==> config.mk <==
export PLATFORM = sky130hd
export DESIGN_NAME = wb_cmd_regs_flat
export DESIGN_NICKNAME = d
export VERILOG_FILES = /design/src/rtl/wb_cmd_pkg.sv /design/src/rtl/wb_cmd_regs_if.sv /design/src/rtl/wb_cmd_fsm.sv /design/src/rtl/wb_cmd_regs.sv /design/src/flat_wrapper.sv
export SDC_FILE = /design/constraint.sdc
export NUM_CORES = 1
export LEC_CHECK = 0
export BUFFER_PORTS_ARGS = -buffer_cell sky130_fd_sc_hd__clkbuf_2
export CELL_PAD_IN_SITES_DETAIL_PLACEMENT = 0
export CELL_PAD_IN_SITES_GLOBAL_PLACEMENT = 1
export CORE_MARGIN = 3
export CORE_UTILIZATION = 40
export DETAILED_ROUTE_END_ITERATION = 8
export GPL_ROUTABILITY_DRIVEN = 0
export PLACE_DENSITY = 0.85
export RECOVER_POWER = 25
export SLEW_MARGIN = 20
export SYNTH_ARGS = -nofsm -noshare
export SYNTH_HDL_FRONTEND = slang
export SYNTH_SLANG_ARGS = --single-unit
==> constraint.sdc <==
create_clock -name clk_i -period 2.2 [get_ports clk_i]
set_clock_uncertainty 0.05 [all_clocks]
set_input_delay 0.22 -clock clk_i [delete_from_list [all_inputs] [get_ports clk_i]]
set_output_delay 0.22 -clock clk_i [all_outputs]
set_load 0.03 [all_outputs]
==> src/rtl/wb_cmd_pkg.sv <==
// rtl/wb_cmd_pkg.sv - shared constants and enums for the Wishbone command register block
package wb_cmd_pkg;

    localparam logic [1:0] ADR_CSR  = 2'd0;
    localparam logic [1:0] ADR_DPR  = 2'd1;
    localparam logic [1:0] ADR_CMDR = 2'd2;
    localparam logic [1:0] ADR_FSMR = 2'd3;

    localparam int CSR_E_BIT    = 7;
    localparam int CSR_IE_BIT   = 6;
    localparam int CSR_BB_BIT   = 5;
    localparam int CSR_BC_BIT   = 4;

    localparam int CMDR_DON_BIT = 7;
    localparam int CMDR_NAK_BIT = 6;
    localparam int CMDR_AL_BIT  = 5;
    localparam int CMDR_ERR_BIT = 4;

    typedef enum logic [2:0] {
        CMD_WAIT     = 3'd0,
        CMD_WRITE    = 3'd1,
        CMD_READ_ACK = 3'd2,
        CMD_READ_NAK = 3'd3,
        CMD_START    = 3'd4,
        CMD_STOP     = 3'd5,
        CMD_SET_BUS  = 3'd6,
        CMD_INVALID  = 3'd7
    } cmd_code_e;

    typedef enum logic [1:0] {
        RSP_DON = 2'd0,
        RSP_NAK = 2'd1,
        RSP_AL  = 2'd2,
        RSP_ERR = 2'd3
    } rsp_status_e;

    typedef enum logic [1:0] {
        ST_IDLE  = 2'd0,
        ST_ISSUE = 2'd1,
        ST_BUSY  = 2'd2
    } fsm_state_e;

    // Status is stored indexed by response code; CMDR shows DON in the MSB.
    function automatic logic [7:0] cmdr_value(input logic [3:0] sts, input logic [2:0] code);
        return {sts[RSP_DON], sts[RSP_NAK], sts[RSP_AL], sts[RSP_ERR], 1'b0, code};
    endfunction

endpackage

==> src/rtl/wb_cmd_regs_if.sv <==
// rtl/wb_cmd_regs_if.sv - Wishbone slave bus bundle for the command register block
interface wb_cmd_regs_if #(
    parameter int ADDR_WIDTH = 2,
    parameter int DATA_WIDTH = 8
);
    logic                  cyc_i;
    logic                  stb_i;
    logic                  we_i;
    logic [ADDR_WIDTH-1:0] adr_i;
    logic [DATA_WIDTH-1:0] dat_i;
    logic [DATA_WIDTH-1:0] dat_o;
    logic                  ack_o;

    modport slave (
        input  cyc_i, stb_i, we_i, adr_i, dat_i,
        output dat_o, ack_o
    );

    modport master (
        output cyc_i, stb_i, we_i, adr_i, dat_i,
        input  dat_o, ack_o
    );
endinterface

==> src/rtl/wb_cmd_fsm.sv <==
// rtl/wb_cmd_fsm.sv - command issue / response state machine with CMDR code and status bits
module wb_cmd_fsm
    import wb_cmd_pkg::*;
(
    input  logic       clk_i,
    input  logic       rst_i,
    input  logic       en_i,
    input  logic       cmdr_wr_i,
    input  logic [2:0] cmdr_code_i,
    input  logic [7:0] dpr_i,
    input  logic       cmd_ready_i,
    input  logic       rsp_valid_i,
    input  logic [1:0] rsp_status_i,
    output logic       cmd_valid_o,
    output logic [2:0] cmd_code_o,
    output logic [7:0] cmd_data_o,
    output logic [3:0] status_o,
    output logic       sts_set_o,
    output logic       cmd_accept_o,
    output logic       ld_bus_id_o,
    output logic       ld_dpr_o
);

    fsm_state_e state_q, state_d;
    logic [2:0] code_q, code_d;
    logic [7:0] data_q, data_d;
    logic [3:0] sts_q, sts_d;

    always_ff @(posedge clk_i or posedge rst_i) begin
        if (rst_i) begin
            state_q <= ST_IDLE;
            code_q  <= '0;
            data_q  <= '0;
            sts_q   <= '0;
        end else begin
            state_q <= state_d;
            code_q  <= code_d;
            data_q  <= data_d;
            sts_q   <= sts_d;
        end
    end

    always_comb begin
        state_d      = state_q;
        code_d       = code_q;
        data_d       = data_q;
        sts_d        = sts_q;
        sts_set_o    = 1'b0;
        cmd_accept_o = 1'b0;
        ld_bus_id_o  = 1'b0;
        ld_dpr_o     = 1'b0;
        case (state_q)
            ST_IDLE: begin
                if (cmdr_wr_i && en_i) begin
                    cmd_accept_o = 1'b1;
                    code_d       = cmdr_code_i;
                    sts_d        = '0;
                    if (cmdr_code_i == CMD_INVALID) begin
                        sts_d[RSP_ERR] = 1'b1;
                        sts_set_o      = 1'b1;
                    end else begin
                        // Snapshot DPR so the byte stays stable while the handshake is pending.
                        data_d  = dpr_i;
                        state_d = ST_ISSUE;
                    end
                end
            end
            ST_ISSUE: begin
                if (!en_i) begin
                    state_d = ST_IDLE;
                    sts_d   = '0;
                end else if (cmd_ready_i) begin
                    state_d = ST_BUSY;
                end
            end
            ST_BUSY: begin
                if (!en_i) begin
                    state_d = ST_IDLE;
                    sts_d   = '0;
                end else if (rsp_valid_i) begin
                    sts_d[rsp_status_i] = 1'b1;
                    sts_set_o           = 1'b1;
                    state_d             = ST_IDLE;
                    if (rsp_status_i == RSP_DON) begin
                        ld_bus_id_o = (code_q == CMD_SET_BUS);
                        ld_dpr_o    = (code_q == CMD_READ_ACK) || (code_q == CMD_READ_NAK);
                    end
                end
            end
            default: state_d = ST_IDLE;
        endcase
    end

    assign cmd_valid_o = (state_q == ST_ISSUE);
    assign cmd_code_o  = code_q;
    assign cmd_data_o  = data_q;
    assign status_o    = sts_q;

endmodule

==> src/rtl/wb_cmd_regs.sv <==
// rtl/wb_cmd_regs.sv - Wishbone register file (CSR/DPR/CMDR/FSMR) driving a byte-level command FSM
module wb_cmd_regs
    import wb_cmd_pkg::*;
#(
    parameter int ADDR_WIDTH = 2,
    parameter int DATA_WIDTH = 8
) (
    input  logic         clk_i,
    input  logic         rst_i,
    wb_cmd_regs_if.slave wb,
    output logic         cmd_valid_o,
    output logic [2:0]   cmd_code_o,
    output logic [7:0]   cmd_data_o,
    input  logic         cmd_ready_i,
    input  logic         rsp_valid_i,
    input  logic [1:0]   rsp_status_i,
    input  logic [7:0]   rsp_data_i,
    input  logic         bb_i,
    input  logic         bc_i,
    input  logic [7:0]   fsm_state_i,
    output logic         irq_o
);

    logic       ack_q, ack_d;
    logic       e_q, e_d;
    logic       ie_q, ie_d;
    logic [3:0] bus_id_q, bus_id_d;
    logic [7:0] dpr_q, dpr_d;
    logic       pend_q, pend_d;
    logic       irq_q, irq_d;

    logic       wr_en, rd_en;
    logic       sel_csr, sel_dpr, sel_cmdr;
    logic [7:0] wdata, rdata;
    logic [3:0] status;
    logic       sts_set, cmd_accept, ld_bus_id, ld_dpr;

    // A fresh request is acked once; ack_q low in between enforces the idle cycle.
    assign ack_d = wb.cyc_i & wb.stb_i & ~ack_q;
    assign wr_en = ack_q & wb.cyc_i & wb.stb_i & wb.we_i;
    assign rd_en = ack_q & wb.cyc_i & wb.stb_i & ~wb.we_i;
    assign wdata = wb.dat_i[7:0];

    assign sel_csr  = (wb.adr_i == ADDR_WIDTH'(ADR_CSR));
    assign sel_dpr  = (wb.adr_i == ADDR_WIDTH'(ADR_DPR));
    assign sel_cmdr = (wb.adr_i == ADDR_WIDTH'(ADR_CMDR));

    wb_cmd_fsm u_fsm (
        .clk_i        (clk_i),
        .rst_i        (rst_i),
        .en_i         (e_q),
        .cmdr_wr_i    (wr_en & sel_cmdr),
        .cmdr_code_i  (wdata[2:0]),
        .dpr_i        (dpr_q),
        .cmd_ready_i  (cmd_ready_i),
        .rsp_valid_i  (rsp_valid_i),
        .rsp_status_i (rsp_status_i),
        .cmd_valid_o  (cmd_valid_o),
        .cmd_code_o   (cmd_code_o),
        .cmd_data_o   (cmd_data_o),
        .status_o     (status),
        .sts_set_o    (sts_set),
        .cmd_accept_o (cmd_accept),
        .ld_bus_id_o  (ld_bus_id),
        .ld_dpr_o     (ld_dpr)
    );

    always_comb begin
        e_d      = e_q;
        ie_d     = ie_q;
        bus_id_d = ld_bus_id ? dpr_q[3:0] : bus_id_q;
        dpr_d    = ld_dpr ? rsp_data_i : dpr_q;
        pend_d   = pend_q;
        if (wr_en && sel_csr) begin
            e_d  = wdata[CSR_E_BIT];
            ie_d = wdata[CSR_IE_BIT];
        end
        if (wr_en && sel_dpr) begin
            dpr_d = wdata;
        end
        if ((rd_en && sel_cmdr) || cmd_accept) begin
            pend_d = 1'b0;
        end
        if (sts_set && ie_q) begin
            pend_d = 1'b1;
        end
        irq_d = pend_d & e_d;
    end

    always_ff @(posedge clk_i or posedge rst_i) begin
        if (rst_i) begin
            ack_q    <= 1'b0;
            e_q      <= 1'b0;
            ie_q     <= 1'b0;
            bus_id_q <= '0;
            dpr_q    <= '0;
            pend_q   <= 1'b0;
            irq_q    <= 1'b0;
        end else begin
            ack_q    <= ack_d;
            e_q      <= e_d;
            ie_q     <= ie_d;
            bus_id_q <= bus_id_d;
            dpr_q    <= dpr_d;
            pend_q   <= pend_d;
            irq_q    <= irq_d;
        end
    end

    always_comb begin
        rdata = '0;
        if (sel_csr) begin
            rdata = {e_q, ie_q, bb_i, bc_i, bus_id_q};
        end else if (sel_dpr) begin
            rdata = dpr_q;
        end else if (sel_cmdr) begin
            rdata = cmdr_value(status, cmd_code_o);
        end else if (wb.adr_i == ADDR_WIDTH'(ADR_FSMR)) begin
            rdata = fsm_state_i;
        end
    end

    assign wb.ack_o = ack_q;
    assign wb.dat_o = (ack_q & ~wb.we_i) ? DATA_WIDTH'(rdata) : '0;
    assign irq_o    = irq_q;

endmodule

==> src/flat_wrapper.sv <==
// flat-port wrapper written by rule: the top's interface ports become plain ports
module wb_cmd_regs_flat import wb_cmd_pkg::*;
#(
    parameter int ADDR_WIDTH = 2,
    parameter int DATA_WIDTH = 8
)
  (clk_i, rst_i, cmd_valid_o, cmd_code_o, cmd_data_o, cmd_ready_i, rsp_valid_i, rsp_status_i, rsp_data_i, bb_i, bc_i, fsm_state_i, irq_o, wb_cyc_i, wb_stb_i, wb_we_i, wb_adr_i, wb_dat_i, wb_dat_o, wb_ack_o);
  wb_cmd_regs_if #(.ADDR_WIDTH(ADDR_WIDTH), .DATA_WIDTH(DATA_WIDTH)) wb_i ();
  input  logic clk_i;
  input  logic rst_i;
  output logic cmd_valid_o;
  output logic [2:0] cmd_code_o;
  output logic [7:0] cmd_data_o;
  input  logic cmd_ready_i;
  input  logic rsp_valid_i;
  input  logic [1:0] rsp_status_i;
  input  logic [7:0] rsp_data_i;
  input  logic bb_i;
  input  logic bc_i;
  input  logic [7:0] fsm_state_i;
  output logic irq_o;
  input wire logic [$bits(wb_i.cyc_i)-1:0] wb_cyc_i;
  input wire logic [$bits(wb_i.stb_i)-1:0] wb_stb_i;
  input wire logic [$bits(wb_i.we_i)-1:0] wb_we_i;
  input wire logic [$bits(wb_i.adr_i)-1:0] wb_adr_i;
  input wire logic [$bits(wb_i.dat_i)-1:0] wb_dat_i;
  output wire logic [$bits(wb_i.dat_o)-1:0] wb_dat_o;
  output wire logic [$bits(wb_i.ack_o)-1:0] wb_ack_o;
  assign wb_i.cyc_i = wb_cyc_i;
  assign wb_i.stb_i = wb_stb_i;
  assign wb_i.we_i = wb_we_i;
  assign wb_i.adr_i = wb_adr_i;
  assign wb_i.dat_i = wb_dat_i;
  assign wb_dat_o = wb_i.dat_o;
  assign wb_ack_o = wb_i.ack_o;
  wb_cmd_regs #(.ADDR_WIDTH(ADDR_WIDTH), .DATA_WIDTH(DATA_WIDTH)) u_core (.clk_i(clk_i), .rst_i(rst_i), .wb(wb_i), .cmd_valid_o(cmd_valid_o), .cmd_code_o(cmd_code_o), .cmd_data_o(cmd_data_o), .cmd_ready_i(cmd_ready_i), .rsp_valid_i(rsp_valid_i), .rsp_status_i(rsp_status_i), .rsp_data_i(rsp_data_i), .bb_i(bb_i), .bc_i(bc_i), .fsm_state_i(fsm_state_i), .irq_o(irq_o));
endmodule
After elaboration in Yosys (flattened, before gate mapping)
Cells that the tools add are included.
{"block": "classes", "magnitude_cmp": 2, "n_eq_ne": 14, "n_mux": 39, "n_bitwise": 13, "reduce_logical": 17}
{"op": "$mux 8", "count": 7}
{"op": "$mux 1", "count": 18}
{"op": "$mux 4", "count": 4}
{"op": "$mux 2", "count": 6}
{"op": "$pmux 4 s3", "count": 1}
{"op": "$and 1x1->1", "count": 9}
{"op": "$reduce_and 4->1", "count": 2}
{"op": "$eq 2x2->1 const B", "count": 3}
{"op": "$eq 3x2->1 const B", "count": 2}
{"op": "$eq 3x3->1 const B", "count": 2}
{"op": "$logic_and 1x1->1", "count": 6}
{"op": "$logic_not 2->1", "count": 3}
{"op": "$ne 2x2->1 const B", "count": 3}
{"op": "$ne 3x3->1 const B", "count": 2}
{"op": "$pmux 2 s3", "count": 1}
{"op": "$eq 2x1->1 const B", "count": 2}
{"op": "$or 4x4->4", "count": 1}
{"op": "$lt 2x3->1 const B", "count": 1}
{"op": "$not 1->1", "count": 3}
{"op": "$reduce_and 3->1", "count": 1}
{"op": "$reduce_bool 3->1", "count": 1}
{"op": "$demux 1 s2", "count": 1}
{"op": "$ge 2x1->1 const B", "count": 1}
{"op": "$logic_or 1x1->1", "count": 2}
{"op": "other kinds (3)", "count": 3}
{"block": "word_totals", "register_bits": 34, "in_bits": 37, "wordCells": 96}

Longest topological paths before layout
Gate-level depths: netlist (run 1).
{"block": "logic_depth", "depth_word": 11, "mapped_depth": 6, "mapped_depth_nobuf": 6}

By module
From an unflattened synthesis (run 1), not the netlist that was laid out.
{"block": "hier_totals", "hier_cells": 149, "hier_area_um2": 1914.3}
{"module": "wb_cmd_regs", "instances": 1, "cells_each": 76, "area_each_um2": 1039.7, "seq_area_each_um2": 425.4}
{"module": "wb_cmd_fsm", "instances": 1, "cells_each": 73, "area_each_um2": 874.6, "seq_area_each_um2": 425.4}

Worst setup path after synthesis (run 1)
Ideal clock, no wire load.
{"block": "synth_path", "path_type": "reg-to-reg", "startpoint": "register u_core.ack_q, in the netlist u_core.wb.ack_o", "endpoint": "register u_core.dpr_q[0]", "arrival_ns": 1.619, "required_ns": 2.025, "path_slack_ns": 0.406, "stages_incl_launch_ff": 6, "period_less_slack_ns": 1.794, "path_cell_list": "dfrtp_1 > nand4_2 > nor3b_2 > buf_6 > mux2_2 > mux2_2"}
{"block": "synth_via", "elab_chain_cells": 5, "elab_cells_between_ends": 6, "classes_between": "mux: 1; bitwise: 3; reduce/logical: 2"}
{"element": "start: declaration", "line_no": "wb_cmd_regs.sv:24", "source": "logic ack_q, ack_d;"}
{"element": "start signal: assignment", "line_no": "wb_cmd_regs.sv:100", "source": "ack_q <= ack_d;"}
{"element": "$and 1x1->1 (*) (3 in a row)", "line_no": "wb_cmd_regs.sv:40", "source": "assign wr_en = ack_q & wb.cyc_i & wb.stb_i & wb.we_i;"}
{"element": "$logic_and 1x1->1 (*)", "line_no": "wb_cmd_regs.sv:78", "source": "if (wr_en && sel_dpr) begin"}
{"element": "$mux 8 / $reduce_bool 2->1 (equally long branches)"}
{"element": "end signal: assignment", "line_no": "wb_cmd_regs.sv:104", "source": "dpr_q <= dpr_d;"}
{"element": "end: declaration", "line_no": "wb_cmd_regs.sv:28", "source": "logic [7:0] dpr_q, dpr_d;"}
Every way passes the cells marked *; elsewhere a longest branch is shown, timed or not.
A chain may end at the register's enable or synchronous reset.

Final worst setup path (run 1)
{"block": "layout_path", "startpoint": "register u_core.e_q", "endpoint": "output wb_dat_o[7]"}
{"block": "layout_via", "elab_chain_cells": 2}
{"element": "start: declaration", "line_no": "wb_cmd_regs.sv:25", "source": "logic e_q, e_d;"}
{"element": "start signal: assignment", "line_no": "wb_cmd_regs.sv:93", "source": "e_q <= 1'b0;"}
{"element": "start signal: assignment", "line_no": "wb_cmd_regs.sv:101", "source": "e_q <= e_d;"}
{"element": "$mux 8", "line_no": "wb_cmd_regs.sv:112", "source": "if (sel_csr) begin"}
{"element": "$mux 8", "line_no": "wb_cmd_regs.sv:124", "source": "assign wb.dat_o = (ack_q & ~wb.we_i) ? DATA_WIDTH'(rdata) : '0;"}
{"element": "end: declaration", "line_no": "flat_wrapper.sv:27", "source": "output wire logic [$bits(wb_i.dat_o)-1:0] wb_dat_o;"}
No other way between the ends.

==> flow_metrics.tcl, run 1 <==
set metrics [dict create \
    status "complete, no violations" \
    multi_input_area_mm2 0.00100 \
    insertion_delay_ns 0.28 \
    worstSetupPathType "flip-flop to output port" \
    ys.flop_type "dfrtp_1" \
    dp_slack_ns 0.341 \
    nFillCells 400 \
    final_cell_area_mm2 0.00235 \
    netlist_area_mm2 0.00189 \
    synth_seq_cells 34 \
    power_density_mw_per_mm2 582 \
    slew_headroom 0.411 \
    syn_to_final_growth_pct 23.9 \
    ioPinCount 59 \
    period_share 0.851 \
    die_width_um 74.8 \
    antenna_cells 0 \
    worstReg2RegStart "u_core.u_fsm.state_q[0]$_DFFE_PP0P_" \
    cts-root-buf "clkbuf_8" \
    grt_pass1_vias 1437 \
    synth-edff-count 0 \
    ys_seq_area_frac 0.449 \
    synth_common_cells "dfrtp_1 (34), mux2_2 (34), nor2b_1 (9)" \
    tightest_slew_ns 0.883 \
    ir_drop_uv 357 \
    cp_max_fo 9 \
    routed_wl_mm 4.50 \
    cts_tree "built" \
    layout-drive-gt1-share 0.547 \
    wl_met3_um 177 \
    crit_path_end_kind "output port" \
    grt_pass1_wl_mm 7.11 \
    holdBufCountCts 1 \
    crit_start "u_core.e_q$_DFF_PP0_" \
    fin_nets 254 \
    ff_latch_area_um2 851 \
    start_util 0.423 \
    worst_slack_ns 0.328 \
    dr.pass1.iters 4 \
    crit_family "multiplexers" \
    cts_resized 0 \
    hold_ws_ns 0.144 \
    dp_hpwl_mm 3.50 \
    cts_sinks 34 \
    drtIter0Drc 75 \
    cp_slowest_stage_delay_ns 0.51 \
    ctsHtreeMaxLevel 2 \
    cts.reportedPaths.clkPinSlew_ns 0.07 \
    internal_power_w 0.00102 \
    grt_use_total 0.170 \
    p_seq_frac 0.515 \
    maxSlewViolCount 0 \
    critPathSlowestCell "mux4_1" \
    yosysTopAreaCell "dfrtp_1" \
    rsz0062_at_grt "no" \
    cp_num_buf_inv 1 \
    syn_avg_cell_area_um2 12.9 \
    io_buffers 58 \
    hold_path_startpoint "wb_dat_i[1]" \
    place_area_mm2 0.00225 \
    cts_made_buffers 5 \
    die_height_um 74.8 \
    drt-met1-wl_mm 1.99 \
    post_cts_buffers 0 \
    rows 24 \
    switching_power_w 0.000348 \
    critPathArrivalTime_ns 1.60 \
    worstPathRequired_ns 1.93 \
    tns_ns 0 \
    overflow 0 \
    die_area_mm2 0.00560 \
    met2WireLength_mm 2.30 \
    synth_top_area_frac 0.449 \
    route.vias.total 1400 \
    leakage_nw 1.19 \
    switching_share 0.255 \
    ys_types 36 \
    cts_buffer_depth 2 \
    cp_cell_sequence "mux4_1, nor2b_1, clkbuf_2" \
    synth_area_leaders "dfrtp_1 (45%), mux2_2 (20%), mux4_2 (7.1%)" \
    grt_antenna_before_repair 0 \
    drtAntennaViolNets 0 \
    grt_max_degree 35 \
    startpoint_type "flip-flop" \
    setup_viol 0 \
    routed_via_density 5.26 \
    core_area_mm2 0.00447 \
    wl_per_cell_um 16.9 \
    drc 0 \
    hold_viol_final 0 \
    drv_cap 0 \
    syn_nets 188 \
    synth_warnings 0 \
    worstHoldPathType "input port to flip-flop" \
    synthCells 147 \
    synthArstFlopShare 1.00 \
    power_frac_comb 0.138 \
    max_freq_mhz 534 \
    highest-signal-layer "met4" \
    period_needed_ns 1.87 \
    clkPwrFrac 0.347 \
]
routing by layer:
layer	GRT usage	vias up
met5	0	-
met4	0.0494	0
met3	0.0401	4
met2	0.282	33
met1	0.224	684
li1	-	679
layout make-up:
cell class	instances	share of cell area
clock buffers	7	0.0368
clock inverters	1	0.00213
inverters	5	0.00800
multi-input cells	105	0.426
flip-flops and latches	34	0.362
well taps	52	0.0277
repair buffers	62	0.136
worst register-to-register path, delay by kind of cell, from the launching register on:
| family | cells | cell delay, ns |
|---|---|---|
| buffers and inverters | 1 | 0.08 |
| AND/OR/NAND/NOR | 1 | 0.24 |
| AO/OA/AOI/OAI | 1 | 0.38 |
| multiplexers | 1 | 0.38 |
| adder cells (fa/ha/maj) | 1 | 0.23 |
| flip-flops | 1 | 0.39 |
placed cells by master (no fill, tap or decap), types with 5 or more instances in the layout:
| master | count |
|---|---|
| a21oi_1 | 6 |
| a31oi_1 | 5 |
| clkbuf_2 | 59 |
| clkbuf_8 | 6 |
| dfrtp_1 | 34 |
| inv_1 | 5 |
| mux2_2 | 34 |
| mux4_2 | 6 |
| nand2_1 | 6 |
| nor2_1 | 5 |
| nor2b_1 | 9 |
path summary, 6_finish.rpt:
kind | to | slack (ns) | cells past startpoint
setup reg to reg | u_core.dpr_q[3]$_DFFE_PP0P_ | 0.33 | 5
setup / recovery | wb_dat_o[7] | 0.33 | 3
min in group asynchronous | u_core.u_fsm.status_o[3]$_DFFE_PP0P_ | 0.68 | 4
hold / removal | u_core.u_fsm.cmd_code_o[1]$_DFFE_PP0P_ | 0.14 | 2
hold reg to reg | u_core.bus_id_q[1]$_DFFE_PP0P_ | 0.46 | 1
max in group asynchronous | u_core.dpr_q[6]$_DFFE_PP0P_ | 0.87 | 4
kinds of logic after synthesis:
family | Yosys count | synth area share
AO/OA/AOI/OAI | 20 | 0.0746
buffers and inverters | 8 | 0.0225
multiplexers | 42 | 0.293
adder cells (fa/ha/maj) | 4 | 0.0264
AND/OR/NAND/NOR | 39 | 0.135
flip-flops | 34 | 0.449
flip-flops by register name (all words and copies together), names as in the netlist, 2 cells and up:
signal,cells
u_core.dpr_q,8
u_core.u_fsm.cmd_data_o,8
u_core.bus_id_q,4
u_core.u_fsm.status_o,4
u_core.u_fsm.cmd_code_o,3
u_core.u_fsm.state_q,2
through the flow:
stage / cells / util / total power (W)
after global routing: 266 / 0.525 / 0.00143
after floorplan: 147 / - / 0.000824
after CTS: 266 / 0.525 / 0.00138
after global placement: 257 / 0.503 / 0.000901
after detailed placement: 257 / 0.503 / 0.000905
final: 266 / 0.525 / 0.00137
power by group through the flow:
stage                     clock (W)  combinational, W  sequential, W
after floorplan                   0          0.000121       0.000703
after global placement            0          0.000187       0.000713
after detailed placement          0          0.000190       0.000714
after CTS                  0.000485          0.000193       0.000702
after global routing       0.000510          0.000208       0.000709
final                      0.000474          0.000189       0.000703
Note: power is estimated with default switching activity, not from simulation.
==> inputs of run 2 (changes only) <==
- CORE_UTILIZATION: 40 -> 36
- PLACE_DENSITY: 0.85 -> 0.82
- clock period: 2.2 -> 1.6 ns (I/O delays scaled with it)
==> flow_metrics.tcl, run 2 (same netlist as run 1, synthesis figures left out) <==
set metrics [dict create \
    crit_family "simple AND/OR/NAND/NOR gates" \
    mostFrequentLayoutCell "clkbuf_2" \
    hold_ws_ns 0.0950 \
    io_buffers 58 \
    cp_num_buf_inv 1 \
    worstHoldPathType "input port to flip-flop" \
    cts.reportedPaths.clkPinSlew_ns 0.07 \
    start_util 0.386 \
    grt_pass1_wl_mm 8.42 \
    maxSlewViolCount 0 \
    cp_cell_sequence "inv_2, ha_4, and4b_2, nand2_4, nor2_8, mux2_4" \
    rows 25 \
    critPathSlowestCell "dfrtp_1" \
    cts_buffer_depth 2 \
    fin_nets 290 \
    setup_viol 23 \
    grt_antenna_before_repair 0 \
    routed_via_density 5.05 \
    slew_headroom 0.438 \
    layout-drive-gt1-share 0.708 \
    tns_ns -1.23 \
    die_area_mm2 0.00617 \
    core_area_mm2 0.00491 \
    period_needed_ns 1.71 \
    tightest_slew_ns 0.843 \
    ir_drop_uv 561 \
    cp_slowest_stage_delay_ns 0.41 \
    drtIter0Drc 68 \
    dp_slack_ns -0.141 \
    die_width_um 78.5 \
    cts_made_buffers 5 \
    drc 0 \
    power_density_mw_per_mm2 680 \
    dp_hpwl_mm 3.81 \
    startpoint_type "flip-flop" \
    crit_path_end_kind "flip-flop" \
    drtAntennaViolNets 0 \
    cts_sinks 34 \
    nFillCells 409 \
    cp_max_fo 8 \
    worst_slack_ns -0.107 \
    worstPathRequired_ns 1.71 \
    ctsHtreeMaxLevel 2 \
    critPathArrivalTime_ns 1.81 \
    ioPinCount 59 \
    worstSetupPathType "flip-flop to flip-flop" \
    mostFrequentLayoutCells "clkbuf_2 (51), dfrtp_1 (31), buf_4 (30)" \
    die_height_um 78.5 \
    grt_pass1_vias 1669 \
    hold_viol_final 0 \
    ff_latch_area_um2 855 \
    power_w 0.00203 \
    place_area_mm2 0.00245 \
    violations "negative setup slack" \
    routed_wl_mm 5.25 \
    drv_cap 0 \
    antenna_cells 0 \
    wl_per_cell_um 16.6 \
    insertion_delay_ns 0.27 \
    cts_tree "built" \
    overflow 0 \
    status "finished, violations left" \
    final_cell_area_mm2 0.00299 \
    period_share 1.07 \
    grt_max_degree 35 \
    route.vias.total 1601 \
    rsz0062_at_grt "yes" \
    leakage_nw 1.48 \
    syn_to_final_growth_pct 57.6 \
    multi_input_area_mm2 0.00123 \
    dr.pass1.iters 4 \
    max_freq_mhz 586 \
    cts-root-buf "clkbuf_8" \
    grt_use_total 0.176 \
]
[run 2: power by group]
part	internal, W	switching, W	leakage [nW]
logic	0.000253	0.000181	0.966
clock network	0.000347	0.000296	0.0482
registers	0.000916	0.0000387	0.462
[run 2: worst register-to-register path: cells and delay by family (launching register included)]
kind,cells,cell delay (ns)
flops,1,0.41
buf+inv,1,0.09
simple gates,3,0.57
mux,1,0.33
fa+ha+maj,1,0.14
[run 2: through the flow]
stage,cells,utilization
6_report,317,0.608
5_1_grt,317,0.608
2_1_floorplan,147,-
3_3_place_gp,287,0.499
3_5_place_dp,287,0.499
4_1_cts,310,0.566
[run 2: what timing repair did]
item	CTS	global route
hold endpoints to repair	34	0
pin swaps	8	7
resized for setup	38	45
setup endpoints to repair	36	39
setup buffers	14	7
hold buffers	1	0
[run 2: routing by layer]
metal | track usage | wire [um] | vias up | share of wire
li1 | - | - | 747 | -
met1 | 0.230 | 2290 | 808 | 0.44
met2 | 0.301 | 2740 | 38 | 0.52
met3 | 0.0264 | 140 | 8 | 0.027
met4 | 0.0542 | 76 | 0 | 0.014
met5 | 0 | 0 | - | 0
[run 2: path summary, 6_finish.rpt]
| path | from | endpoint | slack, ns | depth (start not counted) |
|---|---|---|---|---|
| setup reg to reg | u_core.u_fsm.state_q[1]$_DFFE_PP0P_ | u_core.u_fsm.cmd_data_o[7]$_DFFE_PP0P_ | -0.11 | 6 |
| min in group asynchronous | rst_i | u_core.u_fsm.status_o[0]$_DFFE_PP0P_ | 0.61 | 4 |
| hold reg to reg | u_core.bus_id_q[2]$_DFFE_PP0P_ | u_core.bus_id_q[2]$_DFFE_PP0P_ | 0.46 | 1 |
| setup / recovery | u_core.u_fsm.state_q[1]$_DFFE_PP0P_ | u_core.u_fsm.cmd_data_o[7]$_DFFE_PP0P_ | -0.11 | 6 |
| max in group asynchronous | rst_i | u_core.u_fsm.cmd_code_o[1]$_DFFE_PP0P_ | 0.31 | 4 |
| hold / removal | wb_dat_i[2] | u_core.u_fsm.cmd_code_o[2]$_DFFE_PP0P_ | 0.1 | 2 |
[run 2: layout make-up]
type                    instances  area share
multi-input cells             105       0.411
flip-flops and latches         34       0.286
repair buffers                 98       0.238
clock buffers                   7      0.0289
well taps                      67      0.0281
inverters                       5     0.00629
clock inverters                 1     0.00168
